<file path="src/rtl/mem_access_ctrl.sv">
// rtl/mem_access_ctrl.sv - MEM-stage load/store sequencer with req/ack handshake and pipeline stall
// One access per EX/MEM instruction: IDLE latches it, BUSY holds the request, DONE releases the pipeline.
module mem_access_ctrl #(
    parameter int ADDR_W  = 32,
    parameter int DATA_W  = 32,
    parameter int TIMEOUT = 256
) (
    input  logic              clk_i,
    input  logic              rst_n_i,
    input  logic              MemRd_i,
    input  logic              MemWr_i,
    input  logic [ADDR_W-1:0] Addr_i,
    input  logic [DATA_W-1:0] WrData_i,
    output logic              mem_req_o,
    output logic              mem_we_o,
    output logic [ADDR_W-1:0] mem_addr_o,
    output logic [DATA_W-1:0] mem_wdata_o,
    input  logic              mem_ack_i,
    input  logic [DATA_W-1:0] mem_rdata_i,
    output logic              stall_o,
    output logic [DATA_W-1:0] RdData_o,
    output logic              err_o
);

    localparam int CNT_W = (TIMEOUT > 2) ? $clog2(TIMEOUT) : 1;
    localparam logic [CNT_W-1:0] CNT_LAST = CNT_W'(TIMEOUT - 1);

    typedef enum logic [1:0] {
        IDLE = 2'd0,
        BUSY = 2'd1,
        DONE = 2'd2
    } state_t;

    state_t           state;
    logic [CNT_W-1:0] busyCnt;
    logic             acc;
    logic             aligned;

    assign acc     = MemRd_i | MemWr_i;
    assign aligned = (Addr_i[1:0] == 2'b00);

    // Gated by reset so the pipeline is released the moment reset asserts.
    assign stall_o = rst_n_i & (((state == IDLE) & acc) | (state == BUSY));

    always_ff @(posedge clk_i or negedge rst_n_i) begin
        if (!rst_n_i) begin
            state       <= IDLE;
            busyCnt     <= '0;
            mem_req_o   <= 1'b0;
            mem_we_o    <= 1'b0;
            mem_addr_o  <= '0;
            mem_wdata_o <= '0;
            RdData_o    <= '0;
            err_o       <= 1'b0;
        end else begin
            case (state)
                IDLE: begin
                    if (acc) begin
                        if (aligned) begin
                            mem_addr_o  <= Addr_i;
                            mem_wdata_o <= WrData_i;
                            mem_we_o    <= MemWr_i;
                            mem_req_o   <= 1'b1;
                            busyCnt     <= '0;
                            state       <= BUSY;
                        end else begin
                            err_o    <= 1'b1;
                            RdData_o <= '0;
                            state    <= DONE;
                        end
                    end
                end
                BUSY: begin
                    if (mem_ack_i) begin
                        if (!mem_we_o) begin
                            RdData_o <= mem_rdata_i;
                        end
                        mem_req_o <= 1'b0;
                        state     <= DONE;
                    end else if (busyCnt == CNT_LAST) begin
                        // Abort: a lost store is reported only through err_o.
                        err_o     <= 1'b1;
                        RdData_o  <= '0;
                        mem_req_o <= 1'b0;
                        state     <= DONE;
                    end else begin
                        busyCnt <= busyCnt + 1'b1;
                    end
                end
                DONE: begin
                    state <= IDLE;
                end
                default: begin
                    mem_req_o <= 1'b0;
                    state     <= IDLE;
                end
            endcase
        end
    end

endmodule

</file>
<file path="config.mk">
export PLATFORM = sky130hd
export DESIGN_NAME = mem_access_ctrl
export DESIGN_NICKNAME = d
export VERILOG_FILES = /design/src/rtl/mem_access_ctrl.sv
export SDC_FILE = /design/constraint.sdc
export NUM_CORES = 1
export LEC_CHECK = 0
export BUFFER_PORTS_ARGS = -buffer_cell sky130_fd_sc_hd__buf_4
export CAP_MARGIN = 20
export CORE_MARGIN = 5
export CORE_UTILIZATION = 46
export CTS_CLUSTER_DIAMETER = 80
export DETAILED_ROUTE_END_ITERATION = 8
export PLACE_DENSITY_LB_ADDON = 0.08
export SKIP_CTS_REPAIR_TIMING = 1
export SLEW_MARGIN = 10
export SYNTH_ARGS = -nofsm -noshare
export SYNTH_HDL_FRONTEND = slang
export SYNTH_SLANG_ARGS = --single-unit
</file>
<file path="constraint.sdc">
create_clock -name clk_i -period 2.7 [get_ports clk_i]
set_clock_uncertainty 0.1 [all_clocks]
set_input_delay 0.27 -clock clk_i [delete_from_list [all_inputs] [get_ports clk_i]]
set_output_delay 0.27 -clock clk_i [all_outputs]
set_load 0.05 [all_outputs]
</file>
; Yosys cells after proc, flatten, opt, wreduce, memory -nomap -nowiden
; Cells that the tools add are included.
[totals]
register_bits = 109
inputBits = 101
out_inout_bits = 100
elab_cells = 60
[classes]
add_sub_neg = 1
eq_ne = 11
muxes = 26
n_bitwise = 5
reduce_logical = 9
[op_table]
columns = op, n
row1 = 2-to-1 mux 32 bit, 5
row2 = case mux 32 bit (2 select lines), 1
row3 = 2-to-1 mux 8 bit, 4
row4 = case mux 8 bit (2 select lines), 1
row5 = AND reduction 5 bit, 3
row6 = "inequality test 2 bit, second input constant", 5
row7 = "adder 8 x 1 -> 8 bit, second input constant", 1
row8 = "== test 8 bit, second input constant", 1
row9 = 2-to-1 mux 1 bit, 8
row10 = 2-to-1 mux 2 bit, 4
row11 = zero test 2 bit, 2
row12 = case mux 2 bit (2 select lines), 1
row13 = AND reduction 4 bit, 1
row14 = "inequality test 3 x 2 -> 1 bit, second input constant", 1
row15 = "inequality test 3 bit, second input constant", 1
row16 = case mux 1 bit (3 select lines), 1
row17 = AND reduction 3 bit, 1
row18 = AND 1 bit, 2
row19 = "== test 2 x 1 -> 1 bit, second input constant", 1
row20 = "== test 2 bit, second input constant", 1
row21 = "inequality test 2 x 1 -> 1 bit, second input constant", 1
row22 = OR 1 bit, 2
row23 = case mux 1 bit (2 select lines), 1
row24 = AND reduction 2 bit, 1
row25 = 2 further kinds, 2

; Longest topological paths before layout
; Gate-level depths: netlist of run 1.
[depth]
ltp_word = 4
mapped_depth = 6
ltp_nobuf = 6

; Worst setup path after synthesis of run 1
; Ideal clock, no wire load.
[synth_path]
path_type = flip-flop to output port
start = register state[1]
end = output port stall_o
t_arrival_ps = 1586
t_required_ps = 2330
slack_ps = 744
path_stages_with_launch = 2
n_path_buf = 0
cell_sequence = dfrtp_1 > nor3b_1
[synth_between]
elab_chain_len = 4
word_cells_on_any_way = 5
cone_classes = 1 x eq/ne / 3 x bitwise / 1 x reduce/logical
[synth_lines]
columns = element, line
row1 = start: declaration, 34  ; state_t state;
row2 = start signal: assignment, 47  ; state <= IDLE;
row3 = start signal: assignment, 65  ; state <= BUSY;
row4 = start signal: assignment, 69  ; state <= DONE;
row5 = zero test 2 bit, 43  ; assign stall_o = rst_n_i & (((state == IDLE) & acc) | (state == BUSY));
row6 = AND 1 bit, 43
row7 = OR 1 bit *, 43
row8 = AND 1 bit *, 43
row9 = end: declaration, 20  ; output logic stall_o,
; Every way passes the cells marked *; elsewhere a longest branch is shown, timed or not.

; Worst setup path after layout of run 1
[layout_path]
start = register busyCnt[0]
end = register busyCnt[7]
[layout_between]
elab_chain_len = 4
word_cells_on_any_way = 7
cone_classes = 1 x add/sub / 2 x eq/ne / 3 x mux / 1 x reduce/logical
[layout_lines]
columns = element, line
row1 = start: declaration, 35  ; logic [CNT_W-1:0] busyCnt;
row2 = start signal: assignment, 87  ; busyCnt <= busyCnt + 1'b1;
row3 = adder 8 x 1 -> 8 bit, 87
row4 = 2-to-1 mux 8 bit, 80  ; end else if (busyCnt == CNT_LAST) begin
row5 = 2-to-1 mux 8 bit, 74  ; if (mem_ack_i) begin
row6 = case mux 8 bit (2 select lines), 56  ; case (state)
; Parallel ways exist; a longest one is shown, timed or not. The select of a mux whose other input is x is not followed.
; A chain may end at the register's enable or synchronous reset.

==> results.py, run 1 <==
metrics = {
    "outcome": {
        "outcome": "complete, but fails checks",
        "violations": "hold timing",
    },
    "power": {
        "p_leak_nw": 3.458,
        "power.density_nw_per_um2": 980.1,
        "vdd_ir_drop_max_mv": 0.5865,
    },
    "routing": {
        "final_antenna_net_count": 0,
        "drcViolationCount": 0,
        "drt_iter0_drc": 159,
        "drt-pass1-iter-count": 4,
        "wl_mm": 11.77,
        "vias": 3728,
        "vias_per_cell": 4.984,
        "wire_per_inst_um": 15.74,
    },
    "cts": {
        "htree_levels": 3,
        "cts_root_buf": "clkbuf_8",
        "tritoncts": "yes",
        "clk_pin_slew_ns": 0.10,
        "clkSinkCount": 109,
        "clk_latency_ns": 0.35,
        "clockBufferDepth": 2,
        "cts_buffers": 9,
    },
    "layout": {
        "area_growth_pct": 50.96,
        "drive_gt1_frac": 0.3625,
        "final_core_util": 0.7182,
        "fin_nets": 738,
        "n_antenna_cell": 0,
        "nFillCells": 676,
        "final_cell_count_no_fill": 748,
    },
    "floorplan": {
        "die_w_um": 105.2,
        "dieArea_sq_um": 11070,
        "io_pins": 201,
        "fp-row-count": 34,
        "die_h_um": 105.2,
        "start_util": 0.4757,
        "core_sq_um": 8763,
    },
    "grt": {
        "grt_pass1_vias": 3664,
        "grt_pass1_wl_mm": 18.20,
        "grt_max_degree": 46,
        "grt_overflow_total": 0,
        "groute.usage.overall": 0.2024,
        "antenna_found_initial": 0,
    },
    "synth": {
        "synth_fp_nets": 510,
        "syn-cell-area_sq_um": 4169,
        "synth.top_cells.by_count": "194 x nand2_1, 109 x dfrtp_1, 33 x a22o_1, 13 x clkbuf_1, 7 x buf_2",
        "netlist.area_leader.share": 0.6543,
        "synth.largest_area_cell": "dfrtp_1",
        "avgSynthCellArea_sq_um": 10.22,
        "async_reset_ff_frac": 1.000,
        "yosys-top-cells-area": "dfrtp_1 65%, nand2_1 17%, a22o_1 6.9%",
        "ys_seq_area_frac": 0.6543,
        "synth.distinct_cells": 36,
        "ys_seq_elements": 109,
        "synth_flop_cell": "dfrtp_1",
        "ys_warn_count": 0,
        "synth_edf_count": 0,
        "syn_inst": 408,
        "yosysMostFrequentCell": "nand2_1",
    },
    "worst_hold_path": {
        "hp-class": "in -> reg",
        "min_to": "mem_wdata_o[22]",
        "hold_depth": 3,
        "min-delay-start": "WrData_i[22]",
    },
    "setup_path": {
        "rr_worst_depth": 5,
        "crit_required_ns": 2.84,
        "worst_r2r_endpoint": "busyCnt[7]",
        "ff2ff_setup_slack_ns": 0.58,
        "crit_arrival_ns": 2.26,
        "critPathKind": "reg -> reg",
        "reg2reg_from": "busyCnt[0]",
        "crit_path_end_kind": "flop",
        "critPathMaxFanout": 9,
        "startpoint_type": "flop",
    },
    "placement": {
        "port-buffer-count": 200,
        "hpwl_mm": 8.253,
        "gp_congestion": 0.8357,
        "dp_cells": 704,
    },
    "timing": {
        "setup_viol": 0,
        "timing.fmax_mhz": 472.5,
        "post-route-period-util": 0.7839,
        "hold_viol_final": 1,
        "final_max_slew_viol_count": 0,
        "totalNegativeSetupSlack_ns": 0,
        "slew_headroom": 0.3677,
        "min_period_ns": 2.117,
        "rsz0062_at_grt": "false",
        "whs_ns": -0.000006217,
        "tightest_slew_ns": 0.9448,
    },
    "flow_run": {
        "maxCapViolCount": 0,
    },
}
[cells by family (layout without fill, tap and decap cells)]
logic type | count (synthesis) | after routing | synth area share
compound gates | 52 | 52 | 0.1008
xor+xnor | 1 | 1 | 0.002101
fa+ha+maj | 1 | 1 | 0.003001
buf+inv | 23 | 255 | 0.02281
flops | 109 | 109 | 0.6543
mux | 1 | 1 | 0.002401
simple gates | 221 | 221 | 0.2146
[layout make-up]
type                    instances  area, sq um  share of cell area
flip-flops and latches        109         2728              0.4334
clock buffers                  11        151.4             0.02406
multi-input cells             276         1369              0.2175
inverters                       3        11.26            0.001789
well taps                     108        135.1             0.02147
repair buffers                237         1852              0.2942
clock inverters                 4        47.55            0.007555
[power by group]
part           leakage (nW)  switching [mW]  internal (mW)
Clock                 0.101           0.525          0.473
Sequential             1.41           0.257           2.05
Combinational          1.94            2.03          0.841
[placed cells by master, fill, tap and decap left out, types with 2 or more instances in the layout]
master	n
nand3_1	5
clkinv_2	2
nand2_1	194
inv_1	3
and2_1	3
o21ai_0	4
a22o_1	33
and3_1	4
nor3_1	2
dfrtp_1	109
nor2_1	3
clkbuf_8	11
dlygate4sd3_1	29
buf_4	208
a21oi_1	3
[metal layers]
metal  part of all wire  vias to the layer above  GRT usage
li1                   -                     1790          -
met1               0.42                     1781     0.2650
met2               0.48                      150     0.3190
met3              0.094                        7    0.07275
met4             0.0073                        0    0.05662
met5                  0                        -          0
[worst max path at each step]
| stage | start | to | slack, ns | cells past startpoint |
|---|---|---|---|---|
| after CTS | busyCnt[0] | busyCnt[7] | 0.59 | 5 |
| after global routing | busyCnt[0] | busyCnt[7] | 0.45 | 5 |
| final | busyCnt[0] | busyCnt[7] | 0.58 | 5 |
| after floorplan | state[1] | stall_o | 0.74 | 1 |
| after detailed placement | busyCnt[0] | busyCnt[7] | 0.62 | 5 |
| after global placement | busyCnt[0] | busyCnt[7] | 0.73 | 5 |
[per-stage QoR]
stage / area (sq um) / hold slack (ns) / power [mW] / setup WS, ns
global placement: 5804 / 0.1377 / 5.138 / 0.7273
floorplan: 4169 / -0.1256 / 4.162 / 0.7438
detailed placement: 5804 / 0.1428 / 5.186 / 0.6210
CTS: 6003 / -0.2530 / 6.180 / 0.5918
finish: 6294 / -0.000006217 / 6.168 / 0.5834
global route: 6294 / -0.0007129 / 6.472 / 0.4480
[flip-flops by register name, indices dropped and copies added, names as in the netlist]
| register | flops |
|---|---|
| RdData_o | 32 |
| mem_addr_o | 32 |
| mem_wdata_o | 32 |
| busyCnt | 8 |
| state | 2 |
| err_o | 1 |
| mem_req_o | 1 |
| mem_we_o | 1 |
[worst max-delay path: stages (launching register included)]
cell and delay (ns):
dfrtp_1 0.44, ha_1 0.26, and3_1 0.22, a21oi_1 0.52, nor2_2 0.10, a221o_1 0.36
No activity file was read; power rests on OpenSTA's default activity.
==> run 2: changes to the inputs <==
==> constraint.sdc (replaced) <==
create_clock -name clk_i -period 2 [get_ports clk_i]
set_clock_uncertainty 0.1 [all_clocks]
set_input_delay 0.2 -clock clk_i [delete_from_list [all_inputs] [get_ports clk_i]]
set_output_delay 0.2 -clock clk_i [all_outputs]
set_load 0.05 [all_outputs]
==> run 2 against run 1 <==
The flow now finishes without violations. Final cell count grew 9.5%. Power rose by 37%. First-iteration DRC count rose by 27%.
==> results.py, run 2 (same netlist as run 1, synthesis figures left out) <==
metrics = {
    "timing": {
        "min_period_ns": 1.904,
        "final_max_slew_viol_count": 0,
        "timing.fmax_mhz": 525.2,
        "whs_ns": 0.03281,
        "hold_viol_final": 0,
        "tightest_slew_ns": 0.5648,
        "setup_viol": 0,
        "rsz0062_at_grt": "false",
        "post-route-period-util": 0.9520,
        "slew_headroom": 0.6235,
        "totalNegativeSetupSlack_ns": 0,
    },
    "power": {
        "power.density_nw_per_um2": 1205,
        "p_comb_frac": 0.487,
        "cell_internal_pwr_mw": 4.489,
        "power_frac_seq": 0.369,
        "vdd_ir_drop_max_mv": 0.8978,
        "pwr-share-clk": 0.144,
        "p_sw_mw": 3.950,
        "swShare": 0.4681,
        "p_total_mw": 8.440,
        "p_leak_nw": 3.761,
    },
    "placement": {
        "hpwl_mm": 8.348,
        "gp_congestion": 0.8724,
        "port-buffer-count": 200,
    },
    "grt": {
        "grt_pass1_wl_mm": 18.12,
        "grt_overflow_total": 0,
        "grt_pass1_vias": 3598,
        "groute.usage.overall": 0.2003,
        "antenna_found_initial": 0,
        "grt_max_degree": 110,
    },
    "setup_path": {
        "crit_arrival_ns": 2.09,
        "rr_worst_depth": 5,
        "crit_path_end_kind": "flop",
        "crit_required_ns": 2.19,
        "ff2ff_setup_slack_ns": 0.1,
        "critPathMaxFanout": 9,
        "reg2reg_from": "busyCnt[1]",
        "critPathKind": "reg -> reg",
        "worst_r2r_endpoint": "busyCnt[5]",
        "startpoint_type": "flop",
        "setup.worst_path.start": "busyCnt[1]",
    },
    "layout": {
        "fin_nets": 809,
        "top_regs": "RdData_o: 32 flops, mem_addr_o: 32 flops, mem_wdata_o: 32 flops",
        "final_core_util": 0.7993,
        "drive_gt1_frac": 0.3333,
        "final_common_cell": "buf_4",
        "n_antenna_cell": 0,
        "area_growth_pct": 68.01,
        "mostFrequentLayoutCells": "210 x buf_4, 194 x nand2_1, 109 x dfrtp_1",
    },
    "routing": {
        "wire_per_inst_um": 17.17,
        "final_antenna_net_count": 0,
        "vias": 4112,
        "drt-pass1-iter-count": 4,
        "drcViolationCount": 0,
        "wl_mm": 14.06,
        "drt_iter0_drc": 202,
        "vias_per_cell": 5.021,
    },
    "cts": {
        "clk_latency_ns": 0.35,
        "cts_buffers": 9,
        "clkSinkCount": 109,
        "htree_levels": 3,
        "cts_root_buf": "clkbuf_8",
        "clk_pin_slew_ns": 0.10,
        "tritoncts": "yes",
        "clockBufferDepth": 2,
    },
    "worst_hold_path": {
        "min-delay-start": "MemWr_i",
        "hold_depth": 2,
        "min_to": "mem_we_o",
        "hp-class": "in -> reg",
    },
    "floorplan": {
        "fp-row-count": 34,
        "die_w_um": 105.2,
        "die_h_um": 105.2,
        "dieArea_sq_um": 11070,
        "core_sq_um": 8763,
        "start_util": 0.4757,
        "io_pins": 201,
    },
    "flow_run": {
        "maxCapViolCount": 0,
    },
    "outcome": {
        "outcome": "finished clean",
    },
}
## run 2: cell types whose count changed in the layout (fill, tap and decap cells not counted), moves of 2 or more
cell and delta:
buf_12 +3, buf_4 +2, clkbuf_8 -2, clkinv_4 +3
dlygate4sd3_1 +66
## run 2: final cells by class
cell class / count / area [sq um]
multi-input cells: 276 / 1369
repair buffers: 308 / 2587
well taps: 108 / 135.1
clock inverters: 6 / 50.05
fillers: 503 / 1759
clock buffers: 9 / 123.9
inverters: 3 / 11.26
flip-flops and latches: 109 / 2728
## run 2: power by group through the flow
stage | sequential, mW | clock [mW] | combinational, mW
floorplan | 5.02 | 0 | 0.595
global placement | 3.10 | 0 | 3.88
detailed placement | 3.13 | 0 | 3.93
CTS | 3.09 | 1.24 | 3.93
global route | 3.18 | 1.32 | 4.32
finish | 3.12 | 1.21 | 4.11
## run 2: through the flow
step	std cells	worst slack (ns)	cell area, sq um
finish	819	0.09595	7004
global route	819	0.02648	7004
CTS	724	0.08941	6053
detailed placement	709	0.1094	5879
global placement	709	0.1457	5879
floorplan	408	0.09960	4169
## run 2: per-layer routing
layer | global-route usage | routed length (um) | part of all wire | vias to the layer above
li1 | - | - | - | 1929
met1 | 0.2648 | 5619 | 0.40 | 2007
met2 | 0.3137 | 7260 | 0.52 | 162
met3 | 0.06843 | 1026 | 0.073 | 14
met4 | 0.05936 | 156 | 0.011 | 0
met5 | 0 | 0 | 0 | -
## run 2: worst max-delay path, stage by stage, from the launching register on
cell     delay, ns
dfrtp_1       0.43
ha_1          0.21
and3_1        0.20
a21o_4        0.25
or4_4         0.52
a21oi_2       0.14
## run 2: worst max path at each step
| stage | cells after the start | to |
|---|---|---|
| floorplan | 6 | RdData_o[0] |
| global placement | 5 | busyCnt[5] |
| detailed placement | 5 | busyCnt[5] |
| CTS | 5 | busyCnt[5] |
| global route | 5 | busyCnt[5] |
| finish | 5 | busyCnt[5] |
==> run 3: changes to the inputs <==
--- a/config.mk
+++ b/config.mk
@@ -11,7 +11,7 @@
 export CORE_UTILIZATION = 46
 export CTS_CLUSTER_DIAMETER = 80
 export DETAILED_ROUTE_END_ITERATION = 8
-export PLACE_DENSITY_LB_ADDON = 0.08
+export PLACE_DENSITY = 0.89
 export SKIP_CTS_REPAIR_TIMING = 1
 export SLEW_MARGIN = 10
 export SYNTH_ARGS = -nofsm -noshare
==> run 3 against run 2 <==
Via count up 4.9%. Clock power is 26% higher. Core utilization is 0.54 points higher. Routed wire length grew 9.5%. Die area unchanged. Largest power group unchanged. Worst hold slack got worse by 0.011 ns. Largest cell class unchanged. Count of clock-buffer cells in the layout did not move.
==> results.py, run 3 (same netlist as run 1, synthesis figures left out) <==
metrics = {
    "timing": {
        "timing.fmax_mhz": 501.9,
        "final_max_slew_viol_count": 0,
        "post-route-period-util": 0.9962,
        "tightest_slew_ns": 0.7023,
        "setup_viol": 0,
        "totalNegativeSetupSlack_ns": 0,
        "slew_headroom": 0.5300,
        "hold_viol_final": 0,
        "min_period_ns": 1.992,
    },
    "layout": {
        "fin_nets": 808,
        "multiInputGateArea_sq_um": 1371,
        "n_antenna_cell": 0,
        "seq_area_sq_um": 2728,
        "postLayoutCellArea_sq_um": 7052,
        "drive_gt1_frac": 0.3347,
        "final_common_cell": "buf_4",
        "nFillCells": 475,
        "mostFrequentLayoutCells": "209 x buf_4, 194 x nand2_1, 109 x dfrtp_1",
        "area_growth_pct": 69.15,
        "top_regs": "RdData_o: 32 flops, mem_addr_o: 32 flops, mem_wdata_o: 32 flops",
        "final_core_util": 0.8047,
    },
    "grt": {
        "groute.usage.overall": 0.2101,
        "grt_max_degree": 110,
        "grt_pass1_wl_mm": 18.94,
        "grt_overflow_total": 0,
        "antenna_found_initial": 0,
        "grt_pass1_vias": 3812,
    },
    "routing": {
        "dr_wl_met3_mm": 1.435,
        "wl_mm": 15.40,
        "drt_iter0_drc": 251,
        "final_antenna_net_count": 0,
        "drcViolationCount": 0,
        "vias": 4312,
        "met2_length_mm": 7.967,
        "met1Wirelength_mm": 5.655,
        "top_layer_used": "met4",
        "drt-pass1-iter-count": 5,
        "vias_per_cell": 5.265,
        "wire_per_inst_um": 18.80,
    },
    "cts": {
        "cts_root_buf": "clkbuf_8",
        "clk_pin_slew_ns": 0.11,
        "clk_latency_ns": 0.37,
        "htree_levels": 3,
        "cts_buffers": 9,
        "clockBufferDepth": 2,
        "tritoncts": "yes",
        "clkSinkCount": 109,
    },
    "floorplan": {
        "io_pins": 201,
        "dieArea_sq_um": 11070,
        "fp-row-count": 34,
        "die_h_um": 105.2,
        "start_util": 0.4757,
        "core_sq_um": 8763,
        "die_w_um": 105.2,
    },
    "power": {
        "p_comb_frac": 0.469,
        "p_sw_mw": 4.039,
        "power.density_nw_per_um2": 1247,
        "pwr-share-clk": 0.173,
        "cell_internal_pwr_mw": 4.751,
        "power_frac_seq": 0.357,
        "p_leak_nw": 3.782,
        "swShare": 0.4595,
        "vdd_ir_drop_max_mv": 0.8979,
    },
    "setup_path": {
        "crit_arrival_ns": 2.18,
        "cp_slowest_cell": "dfrtp_1",
        "critPathMaxFanout": 5,
        "critPathKind": "reg -> reg",
        "cp_top_family": "compound AO/OA/AOI/OAI gates",
        "slowest_delay_ns": 0.44,
        "crit_buf_inv": 1,
        "cp_cell_sequence": "ha_2, and3_1, a21oi_1, buf_4, a41oi_1, a31oi_1",
        "startpoint_type": "flop",
        "crit_path_end_kind": "flop",
        "crit_required_ns": 2.19,
    },
    "placement": {
        "hpwl_mm": 8.823,
        "gp_congestion": 0.8928,
        "port-buffer-count": 200,
        "place_area_sq_um": 5872,
    },
    "outcome": {
        "outcome": "finished clean",
    },
    "flow_run": {
        "maxCapViolCount": 0,
    },
    "worst_hold_path": {
        "hp-class": "in -> reg",
    },
}
run 3: cell count changes in the layout (fill, tap and decap cells not counted):
cell	delta
ha_1	-1
clkinv_4	-2
ha_2	+1
inv_6	+2
buf_4	-1
clkinvlp_4	-1
bufinv_16	+2
run 3: power groups by stage:
stage | Combinational, mW | Clock (mW) | Sequential [mW]
2_1_floorplan | 0.595 | 0 | 5.02
3_3_place_gp | 3.85 | 0 | 3.12
3_5_place_dp | 3.93 | 0 | 3.13
4_1_cts | 3.93 | 1.55 | 3.10
5_1_grt | 4.32 | 1.64 | 3.21
6_report | 4.13 | 1.52 | 3.14
run 3: worst paths after layout:
path / start / endpoint / slack (ns) / cells after the start
min in group asynchronous: rst_n_i / RdData_o[14] / 0.42 / 3
max in group asynchronous: rst_n_i / mem_addr_o[21] / 0.96 / 3
hold reg to reg: err_o / err_o / 0.39 / 1
hold / removal: MemWr_i / mem_we_o / 0.02 / 2
setup / recovery: busyCnt[1] / busyCnt[3] / 0.008 / 6
setup reg to reg: busyCnt[1] / busyCnt[3] / 0.008 / 6
run 3: worst reg2reg max path: stages (launching register included):
cell,delay (ns)
dfrtp_1,0.44
ha_2,0.21
and3_1,0.23
a21oi_1,0.41
buf_4,0.22
a41oi_1,0.14
a31oi_1,0.17
run 3: area by class of cell:
type                            instances  share of cell area
Clock buffer                            9             0.01757
Timing Repair Buffer                  307              0.3659
Sequential cell                       109              0.3868
Inverter                                3            0.001597
Multi-Input combinational cell        276              0.1945
Tap cell                              108             0.01916
Clock inverter                          7             0.01455
run 3: layer usage:
layer / track usage / vias to the layer above
met5: 0 / -
met4: 0.05936 / 0
met3: 0.06104 / 38
met2: 0.3597 / 267
met1: 0.2582 / 2078
li1: - / 1929
run 3: per-stage QoR:
stage / setup slack, ns / hold slack (ns) / instances / total power, mW
after floorplan: 0.09960 / -0.1956 / 408 / 5.619
after global placement: 0.1195 / 0.2402 / 708 / 6.967
after detailed placement: 0.04068 / 0.2421 / 708 / 7.066
after CTS: 0.01683 / -0.1692 / 724 / 8.582
after global routing: -0.03690 / 0.01873 / 819 / 9.164
final: 0.007596 / 0.02149 / 819 / 8.790
